File: src/rtl/regbank_periodic.sv
// ============================================================================
// regbank_periodic
// ----------------------------------------------------------------------------
// Multi-channel register bank with a built-in strobe divider and a
// programmable periodic auto-clear. Everything runs on the single clock
// `clk`; the divided "clock" of older fixed designs is replaced by the
// clock-enable style strobe `stb`.
//
// Each channel k (data d[k*WIDTH +: WIDTH], mode mode[2k +: 2]) updates at
// every rising edge according to its mode:
//   00 : hold
//   01 : load d every edge
//   10 : load d only at edges where stb = 1
//   11 : load d, or load 0 at edges where clr = 1
// Reset has priority over clear, which has priority over load.
//
// Parameters
//   WIDTH    bits per channel
//   CHANNELS number of channels (>= 1)
//   DIV      strobe divide ratio (>= 1)
//   CNT_W    period counter width
//
// Ports
//   clk       in   sole clock, rising edge
//   rst       in   synchronous active-high reset
//   d         in   channel data, CHANNELS*WIDTH
//   mode      in   per-channel mode, 2*CHANNELS
//   period    in   auto-clear period minus one
//   q         out  channel registers, CHANNELS*WIDTH
//   stb       out  divided strobe (high every DIV-th cycle)
//   clr       out  period-wrap indicator
//   snap      out  snapshot of q taken at each wrap   (REGBANK_SNAPSHOT_EN)
//   snap_vld  out  one-cycle pulse after each snapshot (REGBANK_SNAPSHOT_EN)
//
// Configuration macro: REGBANK_SNAPSHOT_EN adds the snapshot registers and
// the snap / snap_vld ports. Without it neither the ports nor the registers
// exist.
// ============================================================================
module regbank_periodic #(
    parameter int WIDTH    = 4,
    parameter int CHANNELS = 3,
    parameter int DIV      = 2,
    parameter int CNT_W    = 4
) (
    input  logic                         clk,
    input  logic                         rst,
    input  logic [CHANNELS*WIDTH-1:0]    d,
    input  logic [2*CHANNELS-1:0]        mode,
    input  logic [CNT_W-1:0]             period,
    output logic [CHANNELS*WIDTH-1:0]    q,
    output logic                         stb,
`ifdef REGBANK_SNAPSHOT_EN
    output logic [CHANNELS*WIDTH-1:0]    snap,
    output logic                         snap_vld,
`endif
    output logic                         clr
);

    // Divider counter is at least one bit wide so DIV = 1 stays legal.
    localparam int DIV_W = (DIV > 1) ? $clog2(DIV) : 1;
    localparam logic [DIV_W-1:0] DIV_LAST = DIV_W'(DIV - 1);

    localparam logic [1:0] MODE_HOLD  = 2'b00;
    localparam logic [1:0] MODE_LOAD  = 2'b01;
    localparam logic [1:0] MODE_STB   = 2'b10;
    localparam logic [1:0] MODE_CLEAR = 2'b11;

    // ------------------------------------------------------------------------
    // Strobe divider
    // ------------------------------------------------------------------------
    logic [DIV_W-1:0] div_cnt_q;
    logic [DIV_W-1:0] div_cnt_d;

    // For DIV = 1 the counter sits at 0 == DIV_LAST, so stb is constantly 1.
    assign stb = (div_cnt_q == DIV_LAST);

    always_comb begin
        div_cnt_d = div_cnt_q + DIV_W'(1);
        if (stb) begin
            div_cnt_d = '0;
        end
    end

    always_ff @(posedge clk) begin
        if (rst) begin
            div_cnt_q <= '0;
        end else begin
            div_cnt_q <= div_cnt_d;
        end
    end

    // ------------------------------------------------------------------------
    // Period counter
    // ------------------------------------------------------------------------
    logic [CNT_W-1:0] per_cnt_q;
    logic [CNT_W-1:0] per_cnt_d;

    // ">=" rather than "==": if period is lowered below the current count the
    // counter wraps on the next edge instead of running all the way round.
    assign clr = (per_cnt_q >= period);

    always_comb begin
        per_cnt_d = per_cnt_q + CNT_W'(1);
        if (clr) begin
            per_cnt_d = '0;
        end
    end

    always_ff @(posedge clk) begin
        if (rst) begin
            per_cnt_q <= '0;
        end else begin
            per_cnt_q <= per_cnt_d;
        end
    end

    // ------------------------------------------------------------------------
    // Channel registers
    // ------------------------------------------------------------------------
    generate
        for (genvar gi = 0; gi < CHANNELS; gi++) begin : g_chan
            logic [WIDTH-1:0] ch_q;
            logic [WIDTH-1:0] ch_d;
            logic [1:0]       ch_mode;
            logic [WIDTH-1:0] ch_in;

            assign ch_mode = mode[2*gi +: 2];
            assign ch_in   = d[gi*WIDTH +: WIDTH];

            always_comb begin
                ch_d = ch_q;
                unique case (ch_mode)
                    MODE_HOLD:  ch_d = ch_q;
                    MODE_LOAD:  ch_d = ch_in;
                    MODE_STB:   ch_d = stb ? ch_in : ch_q;
                    MODE_CLEAR: ch_d = clr ? '0 : ch_in;
                    default:    ch_d = ch_q;
                endcase
            end

            always_ff @(posedge clk) begin
                if (rst) begin
                    ch_q <= '0;
                end else begin
                    ch_q <= ch_d;
                end
            end

            assign q[gi*WIDTH +: WIDTH] = ch_q;
        end
    endgenerate

`ifdef REGBANK_SNAPSHOT_EN
    // ------------------------------------------------------------------------
    // Snapshot: captures the pre-update q at every wrap edge.
    // ------------------------------------------------------------------------
    logic [CHANNELS*WIDTH-1:0] snap_q;
    logic                      snap_vld_q;

    always_ff @(posedge clk) begin
        if (rst) begin
            snap_q     <= '0;
            snap_vld_q <= 1'b0;
        end else begin
            snap_vld_q <= clr;
            if (clr) begin
                snap_q <= q;
            end
        end
    end

    assign snap     = snap_q;
    assign snap_vld = snap_vld_q;
`endif

endmodule
File: config.mk
export PLATFORM = sky130hd
export DESIGN_NAME = regbank_periodic
export DESIGN_NICKNAME = d
export VERILOG_FILES = /design/src/rtl/regbank_periodic.sv
export SDC_FILE = /design/constraint.sdc
export NUM_CORES = 1
export LEC_CHECK = 0
export ABC_CLOCK_PERIOD_IN_PS = 1350
export CAP_MARGIN = 15
export CORE_ASPECT_RATIO = 0.6
export CORE_MARGIN = 4
export CORE_UTILIZATION = 25
export CTS_CLUSTER_SIZE = 28
export DETAILED_ROUTE_END_ITERATION = 10
export GPL_TIMING_DRIVEN = 0
export PLACE_DENSITY = 0.61
export SYNTH_ARGS = -nofsm -noshare
export SYNTH_HDL_FRONTEND = slang
export SYNTH_SLANG_ARGS = --single-unit
File: constraint.sdc
create_clock -name clk -period 1.35 [get_ports clk]
set_input_delay 0.27 -clock clk [delete_from_list [all_inputs] [get_ports clk]]
set_output_delay 0.27 -clock clk [all_outputs]
set_load 0.02 [all_outputs]
==> results of run 1 <==
[cells by family (layout without fill, tap and decap cells)]
logic type,after synthesis,count (layout)
compound gates,25,25
flops,17,17
mux,12,12
simple gates,7,7
buf+inv,6,57
fa+ha+maj,5,5
xor+xnor,2,2
[layout make-up]
| class | count | area, sq um | share of cell area (%) |
|---|---|---|---|
| Buffer | 1 | 20.0 | 1.25 |
| Clock buffer | 4 | 45.0 | 2.82 |
| Sequential cell | 17 | 347 | 21.7 |
| Multi-Input combinational cell | 51 | 673 | 42.2 |
| Inverter | 5 | 18.8 | 1.18 |
| Timing Repair Buffer | 47 | 439 | 27.5 |
| Tap cell | 42 | 52.6 | 3.29 |
[per-layer routing]
| layer | wire (microns) | vias up | share of wire, % | GRT usage [%] |
|---|---|---|---|---|
| met4 | 29 | 0 | 1.2 | 0.815 |
| met1 | 1150 | 360 | 47 | 13.2 |
| met3 | 199 | 4 | 8.2 | 5.29 |
| li1 | - | 392 | - | - |
| met2 | 1050 | 28 | 43 | 17.4 |
| met5 | 0 | - | 0 | 0 |
[repair_timing]
| item | in CTS | in global routing |
|---|---|---|
| pin swaps | 5 | 6 |
| cloned | 0 | 0 |
| gates resized for setup | 43 | 15 |
| buffers inserted | 3 | 7 |
| endpoints found under the setup margin | 30 | 18 |
[cells in the mapped netlist (all sizes together)]
| cell | instances |
|---|---|
| xnor2 | 1 |
| a21o | 1 |
| ha | 5 |
| xor2 | 1 |
| dfxtp | 17 |
| and3 | 3 |
| nand3 | 1 |
| nand2 | 1 |
| nor2 | 1 |
| a21oi | 4 |
| a31o | 3 |
| inv | 5 |
| mux2i | 12 |
| buf | 1 |
| a211oi | 12 |
| a2111oi | 4 |
| nor2b | 1 |
| o21ai | 1 |
[power by group]
group	internal, mW	switching (mW)
Clock	0.209	0.171
Combinational	0.312	0.281
Sequential	0.544	0.0307
[worst paths after layout]
path / depth (start not counted) / endpoint / slack (ps)
worst max-delay path: 5 / clr / -290
worst min-delay path: 1 / stb / 520
worst max register to register: 7 / g_chan[0].ch_q[3] / -150
worst min register to register: 1 / stb / 520
[registers in the layout, indices dropped and copies added, names as in the netlist]
name	flops
g_chan.ch_q	12
stb	1
per_cnt_q	4
[placed cells by master, fill, tap and decap left out, drive strengths merged, types with 4 or more instances in the layout]
cell type	instances
clkdlybuf4s50	20
dfxtp	17
dlygate4sd2	15
mux2i	12
a211oi	12
buf	12
inv	5
ha	5
a21oi	4
a2111oi	4
clkbuf	4
[metrics by stage]
stage,hold WS (ps),util (%)
after global placement,447,43.0
after CTS,522,47.7
after detailed placement,446,43.0
after floorplan,337,-
final,523,52.5
after global routing,568,52.5
==> flow_summary.toml, run 1 <==
[sta]
hold_violations = 0
tns_ps = -2300
maxSlewViolCount = 0
max_slew_margin_pct = 63.5
finClkSkew_ps = 2.08
fmax_mhz = 609
post-route-period-util_pct = 122
worst_pin_slew_ps = 546
setup_viol_count_final = 17
rsz0062_at_grt = "yes"
period_needed_ps = 1640
fin_ws_ps = -291

[critical_path]
worstSetupStartpoint = "per_cnt_q[2]"
worstPathArrival_ps = 1370
cp.required_ps = 1080
start_kind = "flop"
cp-end-kind = "output pin"
crit_chain = "ha_4 -> a21oi_4 -> o21ai_4 -> a21o_1 -> buf_6"
critPathMaxStageDelay_ps = 360
path_delay_family = "compound AO/OA/AOI/OAI gates"
cp.buffers_inverters = 1
slowest_stage = "dfxtp_4"
cp_max_fo = 2
timing.rr.start = "per_cnt_q[2]"
critPathKind = "reg -> out"

[clocking]
cts_tree = "done"
ctsHoldBuffers = 0
clock_sinks = 17
cts.path.max_buffers = 2
cts_buffers = 3
cts_max_level = 1
clkTransAtPathRegs_ps = 70
clock_latency_ps = 250
root_buffer = "clkbuf_8"

[min_path]
min-delay-start = "stb"
hp-class = "reg -> reg"

[synth]
synth_xor_area_share_pct = 2.08
syn-cell-area_sq_um = 842
ys_warn_count = 0
synth_fp_nets = 103
synth_area_leader_cell = "dfxtp_1"
synth_adder_area_share_pct = 7.43
synth_top_area_share_pct = 40.4
synth_area_leaders = "dfxtp_1 (40%), mux2i_1 (14%), a211oi_1 (11%), ha_1 (7.4%), a21oi_4 (5.8%)"
synthSimpleGateAreaFrac_pct = 4.75
avgSynthCellArea_sq_um = 11.4
ys_types = 20
synth_compound_area_share_pct = 27.9
yosys-mux-area-fraction_pct = 14.3
synth_cells = 74
ys_seq_area_share_pct = 40.4
synth_top_family_by_area = "compound AO/OA/AOI/OAI gates"
ys_seq_elements = 17

[final_layout]
nets = 155
layout-drive-gt1-share_pct = 41.6
final_area_sq_um = 1600
synthToLayoutAreaGrowth_pct = 89.5
n_fill_cell = 264
antennaDiodeCount = 0
fin_cells = 167

[status]
status = "finished, violations left"
violations = "setup timing"

[drt]
first_pass_iters = 4
routed_wl_microns = 2430
ant_nets = 0
routedWlPerCell_microns = 14.6
first_iter_violations = 17
via_per_inst = 4.69
dr_total_vias = 784
drc_errors = 0

[job]
drv_cap = 0

[grt]
antenna_found_initial = 0
overflow = 0
grt_pass1_vias = 806
grt.total_usage_pct = 10.6
grt_max_degree = 11
grt_pass1_wl_microns = 3680

[pwr]
p_per_area_nw_per_um2 = 970
p_total_mw = 1.55
p_leak_nw = 0.639
peakVddDrop_mv = 0.430

[place]
gp_congestion = 0.695
dp_slack_ps = -1040
dp.cells = 153
hpwl_microns = 1630
port_buffers = 37
placed_area_sq_um = 1310

[die]
dieArea_sq_um = 4390
start_util_pct = 27.7
core_area_sq_um = 3040
fp.dieW_microns = 82.9
io_pins = 38
die_h_microns = 53.0
rows = 15
No activity file was read; power rests on OpenSTA's default activity.
==> run 2, diff against run 1 <==
--- a/config.mk
+++ b/config.mk
@@ -5,6 +5,7 @@
 export SDC_FILE = /design/constraint.sdc
 export NUM_CORES = 1
 export LEC_CHECK = 0
+export ABC_AREA = 1
 export ABC_CLOCK_PERIOD_IN_PS = 1350
 export CAP_MARGIN = 15
 export CORE_ASPECT_RATIO = 0.6
@@ -13,7 +14,8 @@
 export CTS_CLUSTER_SIZE = 28
 export DETAILED_ROUTE_END_ITERATION = 10
 export GPL_TIMING_DRIVEN = 0
-export PLACE_DENSITY = 0.61
+export HOLD_SLACK_MARGIN = 0.06
+export PLACE_DENSITY = 0.62
 export SYNTH_ARGS = -nofsm -noshare
 export SYNTH_HDL_FRONTEND = slang
 export SYNTH_SLANG_ARGS = --single-unit
==> run 2 against run 1 <==
  * The flow still finishes with violations (setup timing)
  * Sequential share of layout area rose by 3.3 points
  * Worst setup slack better by 110 ps
  * Hold slack got worse by 36 ps
  * Fmax grew 7.5%
  * Via count down 2.6%
  * Sequential power rose by 1%
  * Largest cell class unchanged
==> flow_summary.toml, run 2 <==
[pwr]
swShare_pct = 29.3
comb_power_share_pct = 32.4
p_leak_nw = 0.665
p_switching_mw = 0.412
peakVddDrop_mv = 0.471
power_frac_seq_pct = 41.4
p_int_mw = 0.992
p_per_area_nw_per_um2 = 1010
p_total_mw = 1.40
power_frac_clock_pct = 26.2

[place]
port_buffers = 37
hpwl_microns = 1540
gp_congestion = 0.732
dp.cells = 173

[clocking]
root_buffer = "clkbuf_8"
ctsHoldBuffers = 0
cts.path.max_buffers = 2
cts_max_level = 1
cts_buffers = 3
clkTransAtPathRegs_ps = 60
clock_latency_ps = 240
clock_sinks = 17
cts_tree = "done"

[drt]
via_per_inst = 4.20
first_pass_iters = 4
drc_errors = 0
routed_wl_microns = 1990
ant_nets = 0
routedWlPerCell_microns = 11.0
first_iter_violations = 24
dr_total_vias = 764

[synth]
synth_cells = 94
yosysMostFrequentCell = "nand2_1"
synth_fp_nets = 123
synth_edf_count = 0
ys_types = 18
ys_seq_area_share_pct = 44.5
ys_seq_elements = 17
synth_flop_cell = "dfxtp_1"
synth.top_cells.by_count = "nand2_1 (18), dfxtp_1 (17), a21oi_1 (12), o21ai_0 (12), inv_1 (11)"
ys_warn_count = 0
synthArstFlopShare_pct = 0
synth_top_area_share_pct = 44.5
syn-cell-area_sq_um = 764
avgSynthCellArea_sq_um = 8.13
synth_area_leaders = "dfxtp_1 (45%), nand2_1 (8.8%), ha_1 (8.2%), a21oi_1 (7.9%), o21ai_0 (7.9%)"
synth_area_leader_cell = "dfxtp_1"

[grt]
grt.total_usage_pct = 9.67
antenna_found_initial = 0
grt_max_degree = 11
grt_pass1_wl_microns = 3100
overflow = 0
grt_pass1_vias = 719

[critical_path]
slowest_stage = "dfxtp_2"
critPathMaxStageDelay_ps = 330
cp-end-kind = "output pin"
crit_chain = "inv_2 -> ha_4 -> nand4_1 -> nand3_4 -> buf_6"
path_delay_family = "flip-flops"
cp_max_fo = 2
worstPathArrival_ps = 1260
start_kind = "flop"
critPathKind = "reg -> out"
cp.required_ps = 1080
cp.buffers_inverters = 2

[final_layout]
layout-drive-gt1-share_pct = 23.6
synthToLayoutAreaGrowth_pct = 81.5
layout_commonest_cell = "clkdlybuf4s50_1"
n_fill_cell = 291
regMostFlops = "g_chan.ch_q"
nets = 170
final_cell_mix = "clkdlybuf4s50_1 (19), nand2_1 (17), dlygate4sd2_1 (17)"
largest_register_ff_count = 12
fin_cells = 182
antennaDiodeCount = 0

[sta]
max_slew_margin_pct = 77.8
maxSlewViolCount = 0
finClkSkew_ps = 0.796
hold_violations = 0
fmax_mhz = 655
period_needed_ps = 1530
worst_pin_slew_ps = 332
setup_viol_count_final = 13
post-route-period-util_pct = 113
rsz0062_at_grt = "yes"
fin_ws_ps = -177

[status]
status = "finished, violations left"
violations = "setup timing"

[min_path]
hp-class = "reg -> reg"

[die]
die_h_microns = 50.8
rows = 15
dieArea_sq_um = 4040
start_util_pct = 26.5
core_area_sq_um = 2890
io_pins = 38
fp.dieW_microns = 79.4

[job]
drv_cap = 0
==> run 2: changes by cell type after synthesis, moves of 4 or more <==
cell / before / now
inv_1: 5 / 11
a21oi_1: 0 / 12
mux2i_1: 12 / 0
nand2_1: 1 / 18
a211oi_1: 12 / 0
nand2_2: 0 / 4
o21ai_0: 0 / 12
==> run 2: final cells by class <==
type | instances | area (sq um) | share of cell area (%)
clock buffers | 4 | 45.0 | 3.25
inverters | 11 | 41.3 | 2.98
repair buffers | 43 | 408 | 29.4
flip-flops and latches | 17 | 348 | 25.1
well taps | 42 | 52.6 | 3.79
multi-input cells | 65 | 493 | 35.5
==> run 2: final timing paths <==
path / startpoint / end / slack, ps / cells after the start
worst min-delay path: stb / stb / 490 / 1
worst max-delay path: per_cnt_q[0] / clr / -180 / 5
worst max register to register: per_cnt_q[0] / g_chan[2].ch_q[0] / -100 / 9
worst min register to register: stb / stb / 490 / 1
==> run 2: cell families (layout without fill, tap and decap cells) <==
family	after synthesis	in the layout	synth area share (%)
compound gates	28	28	19.8
fa+ha+maj	5	5	8.18
simple gates	30	30	19.3
flops	17	17	44.5
buf+inv	12	58	5.89
xor+xnor	2	2	2.29
==> run 2: timing repair <==
action,in CTS,in global routing
endpoints found under the setup margin,30,17
resized for setup,43,9
pin swaps,12,4
setup buffers,5,2
cloned,0,0
==> run 2: routing by layer <==
metal	up-vias	track usage [%]	routed length, microns
li1	407	-	-
met1	339	12.3	967
met2	18	15.9	914
met3	0	4.58	113
met4	0	0	0
met5	-	0	0
==> run 2: power by group through the flow <==
stage / Clock, mW / Sequential, mW / Combinational, mW
floorplan: 0 / 0.624 / 0.143
CTS: 0.382 / 0.582 / 0.424
detailed placement: 0 / 0.589 / 0.358
global placement: 0 / 0.589 / 0.348
global route: 0.402 / 0.585 / 0.497
finish: 0.367 / 0.581 / 0.454
==> run 2: metrics by stage <==
stage / setup TNS, ps / hold slack (ps) / utilization (%) / area (sq um) / worst slack (ps)
floorplan: 0 / 337 / - / 764 / 74.1
global placement: -7340 / 475 / 41.1 / 1190 / -952
detailed placement: -8000 / 478 / 41.1 / 1190 / -986
CTS: -1060 / 499 / 46.6 / 1350 / -196
global route: -2250 / 530 / 48.0 / 1390 / -224
finish: -1210 / 487 / 48.0 / 1390 / -177
